--- config.mk ---
export PLATFORM = sky130hd
export DESIGN_NAME = kernel_dispatcher
export DESIGN_NICKNAME = d
export VERILOG_FILES = /design/src/rtl/kernel_dispatcher_pkg.sv /design/src/rtl/kernel_dispatcher_queue.sv /design/src/rtl/kernel_dispatcher.sv
export SDC_FILE = /design/constraint.sdc
export NUM_CORES = 1
export LEC_CHECK = 0
export CAP_MARGIN = 30
export CORE_MARGIN = 4
export CORE_UTILIZATION = 40
export DETAILED_ROUTE_END_ITERATION = 12
export HOLD_SLACK_MARGIN = 0.03
export PLACE_DENSITY = 0.63
export SLEW_MARGIN = 0
export SYNTH_ARGS = -nofsm -noshare
export SYNTH_HDL_FRONTEND = slang
export SYNTH_HIERARCHICAL = 1
export SYNTH_SLANG_ARGS = --single-unit
export TNS_END_PERCENT = 20
--- constraint.sdc ---
create_clock -name clk -period 5.2 [get_ports clk]
set_input_delay 1.04 -clock clk [delete_from_list [all_inputs] [get_ports clk]]
set_output_delay 1.04 -clock clk [all_outputs]
set_load 0.03 [all_outputs]
--- src/rtl/kernel_dispatcher_pkg.sv ---
// Shared types for the kernel dispatcher: launch descriptor, top-level and per-core slot states.
package kernel_dispatcher_pkg;

    typedef logic [7:0] data_t;

    typedef struct packed {
        data_t base_instr_addr;
        data_t base_data_addr;
        data_t threads_per_block;
        data_t num_blocks;
    } kernel_config_t;

    typedef enum logic {
        K_IDLE,
        K_RUN
    } dispatch_state_t;

    typedef enum logic [1:0] {
        C_RST,
        C_IDLE,
        C_RUN
    } core_slot_state_t;

endpackage

--- src/rtl/kernel_dispatcher_queue.sv ---
// Synchronous FIFO of kernel launch descriptors; push is dropped while full, pop is dropped while empty.
module kernel_queue
    import kernel_dispatcher_pkg::*;
#(
    parameter int unsigned DEPTH = 4
) (
    input  logic           clk,
    input  logic           reset,
    input  logic           push_i,
    input  kernel_config_t push_data_i,
    input  logic           pop_i,
    output kernel_config_t head_o,
    output logic           full_o,
    output logic           empty_o
);

    localparam int unsigned PTR_W = (DEPTH > 1) ? $clog2(DEPTH) : 1;
    typedef logic [DEPTH-1:0] count_t;
    localparam count_t FULL_CNT = count_t'(DEPTH);

    kernel_config_t   mem_q [DEPTH];
    logic [PTR_W-1:0] wr_ptr_q;
    logic [PTR_W-1:0] rd_ptr_q;
    count_t           count_q;
    logic             do_push;
    logic             do_pop;

    assign full_o  = (count_q == FULL_CNT);
    assign empty_o = (count_q == '0);
    assign do_push = push_i & ~full_o;
    assign do_pop  = pop_i & ~empty_o;
    assign head_o  = mem_q[rd_ptr_q];

    always_ff @(posedge clk) begin
        if (do_push) begin
            mem_q[wr_ptr_q] <= push_data_i;
        end
    end

    always_ff @(posedge clk) begin
        if (reset) begin
            wr_ptr_q <= '0;
            rd_ptr_q <= '0;
            count_q  <= '0;
        end else begin
            if (do_push) begin
                wr_ptr_q <= wr_ptr_q + PTR_W'(1);
            end
            if (do_pop) begin
                rd_ptr_q <= rd_ptr_q + PTR_W'(1);
            end
            case ({do_push, do_pop})
                2'b10:   count_q <= count_q + count_t'(1);
                2'b01:   count_q <= count_q - count_t'(1);
                default: count_q <= count_q;
            endcase
        end
    end

endmodule

--- src/rtl/kernel_dispatcher.sv ---
// Queued kernel dispatcher: runs launches back to back, handing blocks to idle cores lowest-index first.
module kernel_dispatcher
    import kernel_dispatcher_pkg::*;
#(
    parameter int unsigned NUM_CORES   = 2,
    parameter int unsigned QUEUE_DEPTH = 4,
    parameter int unsigned COUNT_WIDTH = 16
) (
    input  logic                   clk,
    input  logic                   reset,
    input  logic                   kernel_valid,
    output logic                   kernel_ready,
    input  kernel_config_t         kernel_config,
    output kernel_config_t         active_config,
    output logic [NUM_CORES-1:0]   core_start,
    output logic [NUM_CORES-1:0]   core_reset,
    output data_t                  core_block_id [NUM_CORES],
    input  logic [NUM_CORES-1:0]   core_done,
    output logic                   busy,
    output logic                   kernel_done,
    output logic [COUNT_WIDTH-1:0] kernels_completed
);

    dispatch_state_t        state_q, state_d;
    kernel_config_t         active_q, active_d;
    data_t                  dispatched_q, dispatched_d;
    data_t                  completed_q, completed_d;
    logic [COUNT_WIDTH-1:0] kcount_q, kcount_d;
    core_slot_state_t       slot_q [NUM_CORES];
    core_slot_state_t       slot_d [NUM_CORES];
    data_t                  block_id_q [NUM_CORES];
    data_t                  block_id_d [NUM_CORES];

    logic                   q_pop;
    logic                   q_full;
    logic                   q_empty;
    kernel_config_t         q_head;

    logic                   can_assign;
    logic                   granted;
    logic [NUM_CORES-1:0]   grant;
    data_t                  done_sum;

    kernel_queue #(
        .DEPTH(QUEUE_DEPTH)
    ) u_queue (
        .clk        (clk),
        .reset      (reset),
        .push_i     (kernel_valid),
        .push_data_i(kernel_config),
        .pop_i      (q_pop),
        .head_o     (q_head),
        .full_o     (q_full),
        .empty_o    (q_empty)
    );

    always_ff @(posedge clk) begin
        if (reset) begin
            state_q      <= K_IDLE;
            active_q     <= '0;
            dispatched_q <= '0;
            completed_q  <= '0;
            kcount_q     <= '0;
            for (int unsigned i = 0; i < NUM_CORES; i++) begin
                slot_q[i]     <= C_RST;
                block_id_q[i] <= '0;
            end
        end else begin
            state_q      <= state_d;
            active_q     <= active_d;
            dispatched_q <= dispatched_d;
            completed_q  <= completed_d;
            kcount_q     <= kcount_d;
            for (int unsigned i = 0; i < NUM_CORES; i++) begin
                slot_q[i]     <= slot_d[i];
                block_id_q[i] <= block_id_d[i];
            end
        end
    end

    always_comb begin
        state_d      = state_q;
        active_d     = active_q;
        dispatched_d = dispatched_q;
        completed_d  = completed_q;
        kcount_d     = kcount_q;
        q_pop        = 1'b0;
        kernel_done  = 1'b0;
        grant        = '0;
        granted      = 1'b0;
        done_sum     = '0;
        can_assign   = (state_q == K_RUN) && (dispatched_q < active_q.num_blocks);

        // Priority encoder: first idle slot wins; every running slot's done is summed.
        for (int unsigned i = 0; i < NUM_CORES; i++) begin
            slot_d[i]     = slot_q[i];
            block_id_d[i] = block_id_q[i];
            if (slot_q[i] == C_RUN && core_done[i]) begin
                done_sum = done_sum + data_t'(1);
            end
            if (can_assign && !granted && slot_q[i] == C_IDLE) begin
                grant[i] = 1'b1;
                granted  = 1'b1;
            end
        end

        for (int unsigned i = 0; i < NUM_CORES; i++) begin
            case (slot_q[i])
                C_RST:   slot_d[i] = C_IDLE;
                C_IDLE: begin
                    if (grant[i]) begin
                        slot_d[i]     = C_RUN;
                        block_id_d[i] = dispatched_q;
                    end
                end
                C_RUN: begin
                    if (core_done[i]) begin
                        slot_d[i] = C_RST;
                    end
                end
                default: slot_d[i] = C_RST;
            endcase
        end

        if (granted) begin
            dispatched_d = dispatched_q + data_t'(1);
        end

        case (state_q)
            K_IDLE: begin
                if (!q_empty) begin
                    q_pop        = 1'b1;
                    active_d     = q_head;
                    dispatched_d = '0;
                    completed_d  = '0;
                    state_d      = K_RUN;
                end
            end
            K_RUN: begin
                completed_d = completed_q + done_sum;
                if (completed_q == active_q.num_blocks) begin
                    kernel_done = 1'b1;
                    kcount_d    = kcount_q + COUNT_WIDTH'(1);
                    state_d     = K_IDLE;
                end
            end
            default: state_d = K_IDLE;
        endcase
    end

    always_comb begin
        for (int unsigned i = 0; i < NUM_CORES; i++) begin
            core_start[i]    = (slot_q[i] == C_RUN);
            core_reset[i]    = (slot_q[i] == C_RST);
            core_block_id[i] = block_id_q[i];
        end
    end

    assign kernel_ready      = ~q_full;
    assign active_config     = active_q;
    assign kernels_completed = kcount_q;
    assign busy              = (state_q == K_RUN) | ~q_empty;

endmodule
Word-level counts from Yosys, hierarchy flattened
Memory sizes are Yosys's and may differ from the RTL's. A register that Yosys moved wholly into a read port is not among the register bits.
Index checks and enable logic that the tools add are counted.
{ "totals": {"regBits": 41, "mem_bits_rw": 148, "out_inout_bits": 71, "memories": 3} }
{ "memory_table": {"columns": ["memory", "depth", "word_bits", "rd", "rd_clocked_by_memory_dff", "write_ports", "line", "text"], "rows": [
  ["u_queue.mem_q", 4, 32, 1, 1, 1, "kernel_dispatcher_queue.sv:21", "kernel_config_t mem_q [DEPTH];"],
  ["block_id_q", 2, 8, 2, 0, 2, "kernel_dispatcher.sv:31", "data_t block_id_q [NUM_CORES];"],
  ["slot_q", 2, 2, 2, 0, 2, "kernel_dispatcher.sv:29", "core_slot_state_t slot_q [NUM_CORES];"]
]} }
{ "classes": {"addsub": 8, "order_cmp": 1, "eq_ne": 9, "mux": 36, "bitwise": 10, "n_reduce_logical": 13} }
{ "ops": {"columns": ["cell", "count"], "rows": [
  ["$mux W8", 11],
  ["$add A16 B1 Y16 const B", 1],
  ["$add A8 B1 Y8 const B", 2],
  ["$pmux W8 S2", 1],
  ["$mux W1", 14],
  ["$mux W2", 6],
  ["$pmux W2 S3", 2],
  ["$add A8 B8 Y8", 1],
  ["$eq A8 B8 Y1", 1],
  ["$lt A8 B8 Y1", 1],
  ["$pmux W4 S2", 1],
  ["$eq A2 B1 Y1 const B", 3],
  ["$eq A2 B2 Y1 const B", 3],
  ["$logic_and A1 B1 Y1", 6],
  ["$or A1 B1 Y1", 5],
  ["$add A2 B1 Y2 const B", 2],
  ["$add A4 B1 Y4 const B", 1],
  ["$eq A4 B3 Y1 const B", 1],
  ["$logic_not A2 Y1", 2],
  ["$logic_not A4 Y1", 1],
  ["$reduce_and A2 Y1", 2],
  ["$sub A4 B1 Y4 const B", 1],
  ["$not A1 Y1", 3],
  ["$and A1 B1 Y1", 2],
  ["4 further kinds", 4]
]} }

Longest topological paths before layout
{ "logic_depth": {"word_depth": 11, "ltp_mapped": 14, "mapped_depth_nobuf": 11} }

By module
The synthesis kept the hierarchy.
{ "by_module_without_submodules": {"columns": ["module", "n_inst", "cells_per_inst", "area_each_um2", "seq_area_each_um2"], "rows": [
  ["kernel_queue", 1, 230, 5203.7, 4043.9],
  ["kernel_dispatcher", 1, 451, 3777.4, 1701.6]
]} }

Worst setup path before layout
No wires, ideal clock.
{ "synth_path": {"path_kind": "reg-to-reg", "from": "register u_queue.count_q[2]", "to": "register u_queue.count_q[3]", "setup_ns": 0.123, "t_arrival_ns": 3.089, "t_required_ns": 5.077, "setup_slack_ns": 1.988, "path_stages_with_launch": 14, "cell_sequence": "dfxtp_1 > buf_2 > nor4_1 > or2_2 > clkbuf_1 > clkinv_1 > clkbuf_1 > o41a_1 > ha_1 > buf_6 > nor4b_1 > a41oi_1 > o41ai_2 > mux2_1"} }
{ "synth_between": {"elab_chain_len": 6, "word_cells_on_any_way": 14, "cone_classes": "add/sub: 2; eq/ne: 3; mux: 3; bitwise: 4; reduce/logical: 2"} }
{ "synth_rtl": {"columns": ["element", "line", "text"], "rows": [
  ["start, declared", "kernel_dispatcher_queue.sv:24", "count_t count_q;"],
  ["start signal, assigned", "kernel_dispatcher_queue.sv:53", "2'b10: count_q <= count_q + count_t'(1);"],
  ["start signal, assigned", "kernel_dispatcher_queue.sv:54", "2'b01: count_q <= count_q - count_t'(1);"],
  ["start signal, assigned", "kernel_dispatcher_queue.sv:55", "default: count_q <= count_q;"],
  ["$logic_not A4 Y1 (*)", "kernel_dispatcher_queue.sv:29", "assign empty_o = (count_q == '0);"],
  ["named net q_empty", "kernel_dispatcher.sv:36", "logic q_empty;"],
  ["$mux W1 (*)", "kernel_dispatcher.sv:131", "if (!q_empty) begin"],
  ["$mux W1 (*)", "kernel_dispatcher.sv:129", "case (state_q)"],
  ["named net q_pop", "kernel_dispatcher.sv:34", "logic q_pop;"],
  ["$and A1 B1 Y1 (*)", "kernel_dispatcher_queue.sv:31", "assign do_pop = pop_i & ~empty_o;"],
  ["named net u_queue.do_pop", "kernel_dispatcher_queue.sv:26", "logic do_pop;"],
  ["$eq A2 B1 Y1 or $eq A2 B2 Y1 (tied branches)", "kernel_dispatcher_queue.sv:52", "case ({do_push, do_pop})"],
  ["$pmux W4 S2 or $reduce_bool A2 Y1 (tied branches)", null, null]
]} }
Mark *: on every way through the listed nets, which the timed path passes. The rest lies on a longest branch.
A chain may end at the register's enable or synchronous reset.

Final worst setup path
{ "layout_path": {"from": "register active_q (netlist bit active_config[7])", "to": "output kernel_done"} }
{ "layout_between": {"elab_chain_len": 3} }
{ "layout_rtl": {"columns": ["element", "line", "text"], "rows": [
  ["start, declared", "kernel_dispatcher.sv:25", "kernel_config_t active_q, active_d;"],
  ["start signal, assigned", "kernel_dispatcher.sv:70", "active_q <= active_d;"],
  ["$eq A8 B8 Y1", "kernel_dispatcher.sv:141", "if (completed_q == active_q.num_blocks) begin"],
  ["$mux W1", "kernel_dispatcher.sv:141", null],
  ["$mux W1", "kernel_dispatcher.sv:129", null],
  ["end, declared", "kernel_dispatcher.sv:20", "output logic kernel_done,"]
]} }
No other way between the ends.

==> results.cfg <==
[timing]
period_share_pct = 75.7
tns_ns = 0
hold_viol = 0
max_freq_mhz = 254
rsz0062_at_grt = no
tightest_slew_ns = 0.981
slew_headroom_pct = 34.6
fin_hold_ws_ns = 0.462
setup_violations = 0
fin_crit_ns = 3.93
fin_skew_ns = 0.0300
drv_slew = 0

[drt]
final_antenna_net_count = 0
drc_errors = 0
viasPerCell = 5.30
wl_met1_um = 8500
first_pass_iters = 4
wl_met2_um = 9520
drt_iter0_markers = 293
vias = 5721
drt-total-wl_um = 19600
route.met3.wl_um = 1160
wl_per_cell_um = 18.2
highest_layer = met4

[critical_path]
crit_path_max_incr_delay_ns = 0.72
r2r_cells = 13
cp.required_ns = 4.16
worstSetupPathType = register to output port
cpMaxStageDelayCell = clkdlybuf4s50_1
cp_data_arrival_time_ns = 2.89
cp_max_fo = 22
worstPathCellList = xnor2_1, or3b_1, or3_4, inv_1, clkdlybuf4s50_1
timing.reg2reg.setup_slack_ns = 1.53
reg2reg_to = u_queue/count_q[2]$_SDFFE_PP0P_
worstSetupStartpointType = register
endpoint_kind = output port
reg2reg_from = u_queue/count_q[1]$_SDFFE_PP0P_

[pwr]
powerDensity_nw_per_um2 = 531
leakagePower_nw = 3.68
irDropWorstVdd_v = 0.000363
power_w = 0.00591

[clock_network]
clock_path_buffers = 3
cts.htree.levels = 1
clk_pin_slew_ns = 0.06
root_buffer = clkbuf_16
clk_latency_ns = 0.53
cts.sinks = 223
post_cts_buffers = 0
cts_buffers = 24
ctsResizeCount = 0
cts_tree = built
postCtsHoldBufs = 0

[logic_synthesis]
synth_warnings = 6
synthMostInstantiatedCell = edfxtp_1
synth_area_per_cell_sq_um = 13.2
synth_top_area_share_pct = 42.8
synth_edf_count = 128
synth_top_area_cell = edfxtp_1
synth-seq-cells = 223
syn_area_sq_um = 8980
seq_area_frac_synth_pct = 64.0
ys.flop_type = edfxtp_1
synthTopCellsByArea = edfxtp_1 (43%), dfxtp_1 (21%), mux4_2 (8.0%), nand2_1 (4.0%), a21oi_1 (3.1%)
synth_cell_types = 54
syn_nets = 738
async_reset_ff_share_pct = 0
yosys-top-cells-count = edfxtp_1 (128), dfxtp_1 (95), nand2_1 (95)
synthCells = 681

[final_layout]
final_layout_size_suffix_gt1_share_pct = 11.5
stdcell_count = 1080
synthToLayoutAreaGrowth_pct = 23.9
nets = 841
antenna_cells = 0

[global_route]
grt_antenna_before_repair = 0
grt_usage_pct = 15.6
grt_pass1_wl_um = 30900
first_global_vias = 5986
grt_max_degree = 54
grt-ovfl-total = 0

[place]
numPortBuffers = 107
place_congestion = 0.828
hpwlAfterDp_um = 12400
dp_cells = 1038

[hold_path]
min_from = active_config[28]$_SDFFE_PP0P_
worstHoldPathType = register to register
hold_path_depth = 2
worstHoldEndpoint = active_config[28]$_SDFFE_PP0P_

[die]
coreArea_sq_um = 22000
io_pins = 108
die_area_sq_um = 24900
die_x_um = 158
die_h_um = 158
num_rows = 54
start_util_pct = 40.9

[job]
cap_violations = 0

[run_status]
status = completed
[registers in the layout, summed over array words and instances (netlist names), named ones only]
| signal | flops |
|---|---|
| u_queue/mem_q | 128 |
| kernels_completed | 16 |
| u_queue/count_q | 4 |
| dispatched_q | 8 |
| active_config | 32 |
| completed_q | 8 |
| u_queue/rd_ptr_q | 2 |
| block_id_q | 16 |
| u_queue/wr_ptr_q | 2 |
| slot_q | 4 |
| state_q | 1 |
[worst max-delay path: cells and delay by family, from the launching register on]
kind / cells / cell delay (ns)
flip-flops: 1 / 0.38
buffers and inverters: 2 / 0.93
AND/OR/NAND/NOR: 2 / 0.91
XOR/XNOR: 1 / 0.16
[where the power goes]
part,internal [W],leakage (nW),switching [W],total (W)
clock,0.00112,0.407,0.000683,0.00180
sequential,0.00215,1.95,0.000209,0.00236
combinational,0.000667,1.33,0.00108,0.00175
total,0.00393,3.68,0.00197,0.00591
[metal layers]
metal,GRT usage (%),vias up
met2,27.1,174
li1,-,2720
met5,0,-
met1,19.6,2789
met3,3.25,38
met4,4.88,0
[worst max path at each step]
stage,start,to,depth (start not counted)
floorplan,u_queue/count_q[2]$_SDFFE_PP0P_,u_queue/count_q[3]$_SDFFE_PP0P_,13
global placement,u_queue/count_q[1]$_SDFFE_PP0P_,u_queue/count_q[2]$_SDFFE_PP0P_,13
detailed placement,u_queue/count_q[1]$_SDFFE_PP0P_,u_queue/count_q[2]$_SDFFE_PP0P_,13
CTS,active_config[7]$_SDFFE_PP0P_,kernel_done,5
global route,completed_q[7]$_SDFFE_PP0P_,kernel_done,5
finish,active_config[7]$_SDFFE_PP0P_,kernel_done,5
[layout make-up]
cell class                 instances  area (sq um)
fill                            1848         10800
sequential                       223          5750
multi-input combinational        402          2980
timing repair buffer             113          1110
clock buffer                      30           633
tap                              280           350
clock inverter                    12           219
inverter                          20          75.1
[cell families after synthesis]
| logic type | share of synthesized area [%] |
|---|---|
| AOI/OAI and AO/OA | 6.77 |
| muxes | 10.9 |
| buffers and inverters | 2.86 |
| adders and majority gates | 2.87 |
| xor gates and xnor gates | 1.95 |
| and+or+nand+nor | 10.7 |
| DFF | 64.0 |
[through the flow]
| stage | instance area [sq um] | utilization (%) | setup slack, ns |
|---|---|---|---|
| 3_3_place_gp | 10300 | 46.8 | 1.73 |
| 6_report | 11100 | 50.7 | 1.27 |
| 4_1_cts | 11100 | 50.7 | 1.25 |
| 3_5_place_dp | 10300 | 46.8 | 1.53 |
| 5_1_grt | 11100 | 50.7 | 1.13 |
| 2_1_floorplan | 8980 | - | 1.99 |
[cells in the final DEF (no fill, tap or decap), types with 4 or more instances in the layout]
master and count:
and2_1 4, nand3b_1 4, bufinv_16 5, dfxtp_1 93, buf_4 7, mux2_2 5, nand3_1 11, nor2b_1 8
nand2_1 95, a21oi_1 55, mux4_2 32, or4_1 8, mux2i_1 19, nor2_1 48, inv_1 19, a211oi_1 6
xor2_1 7, clkdlybuf4s50_1 106, xnor2_1 13, and2_2 4, o31ai_1 9, clkbuf_16 24, o21ai_0 5, nand4_1 6
clkbuf_1 5, ha_1 19, edfxtp_1 128
No activity file was read; power rests on OpenSTA's default activity.
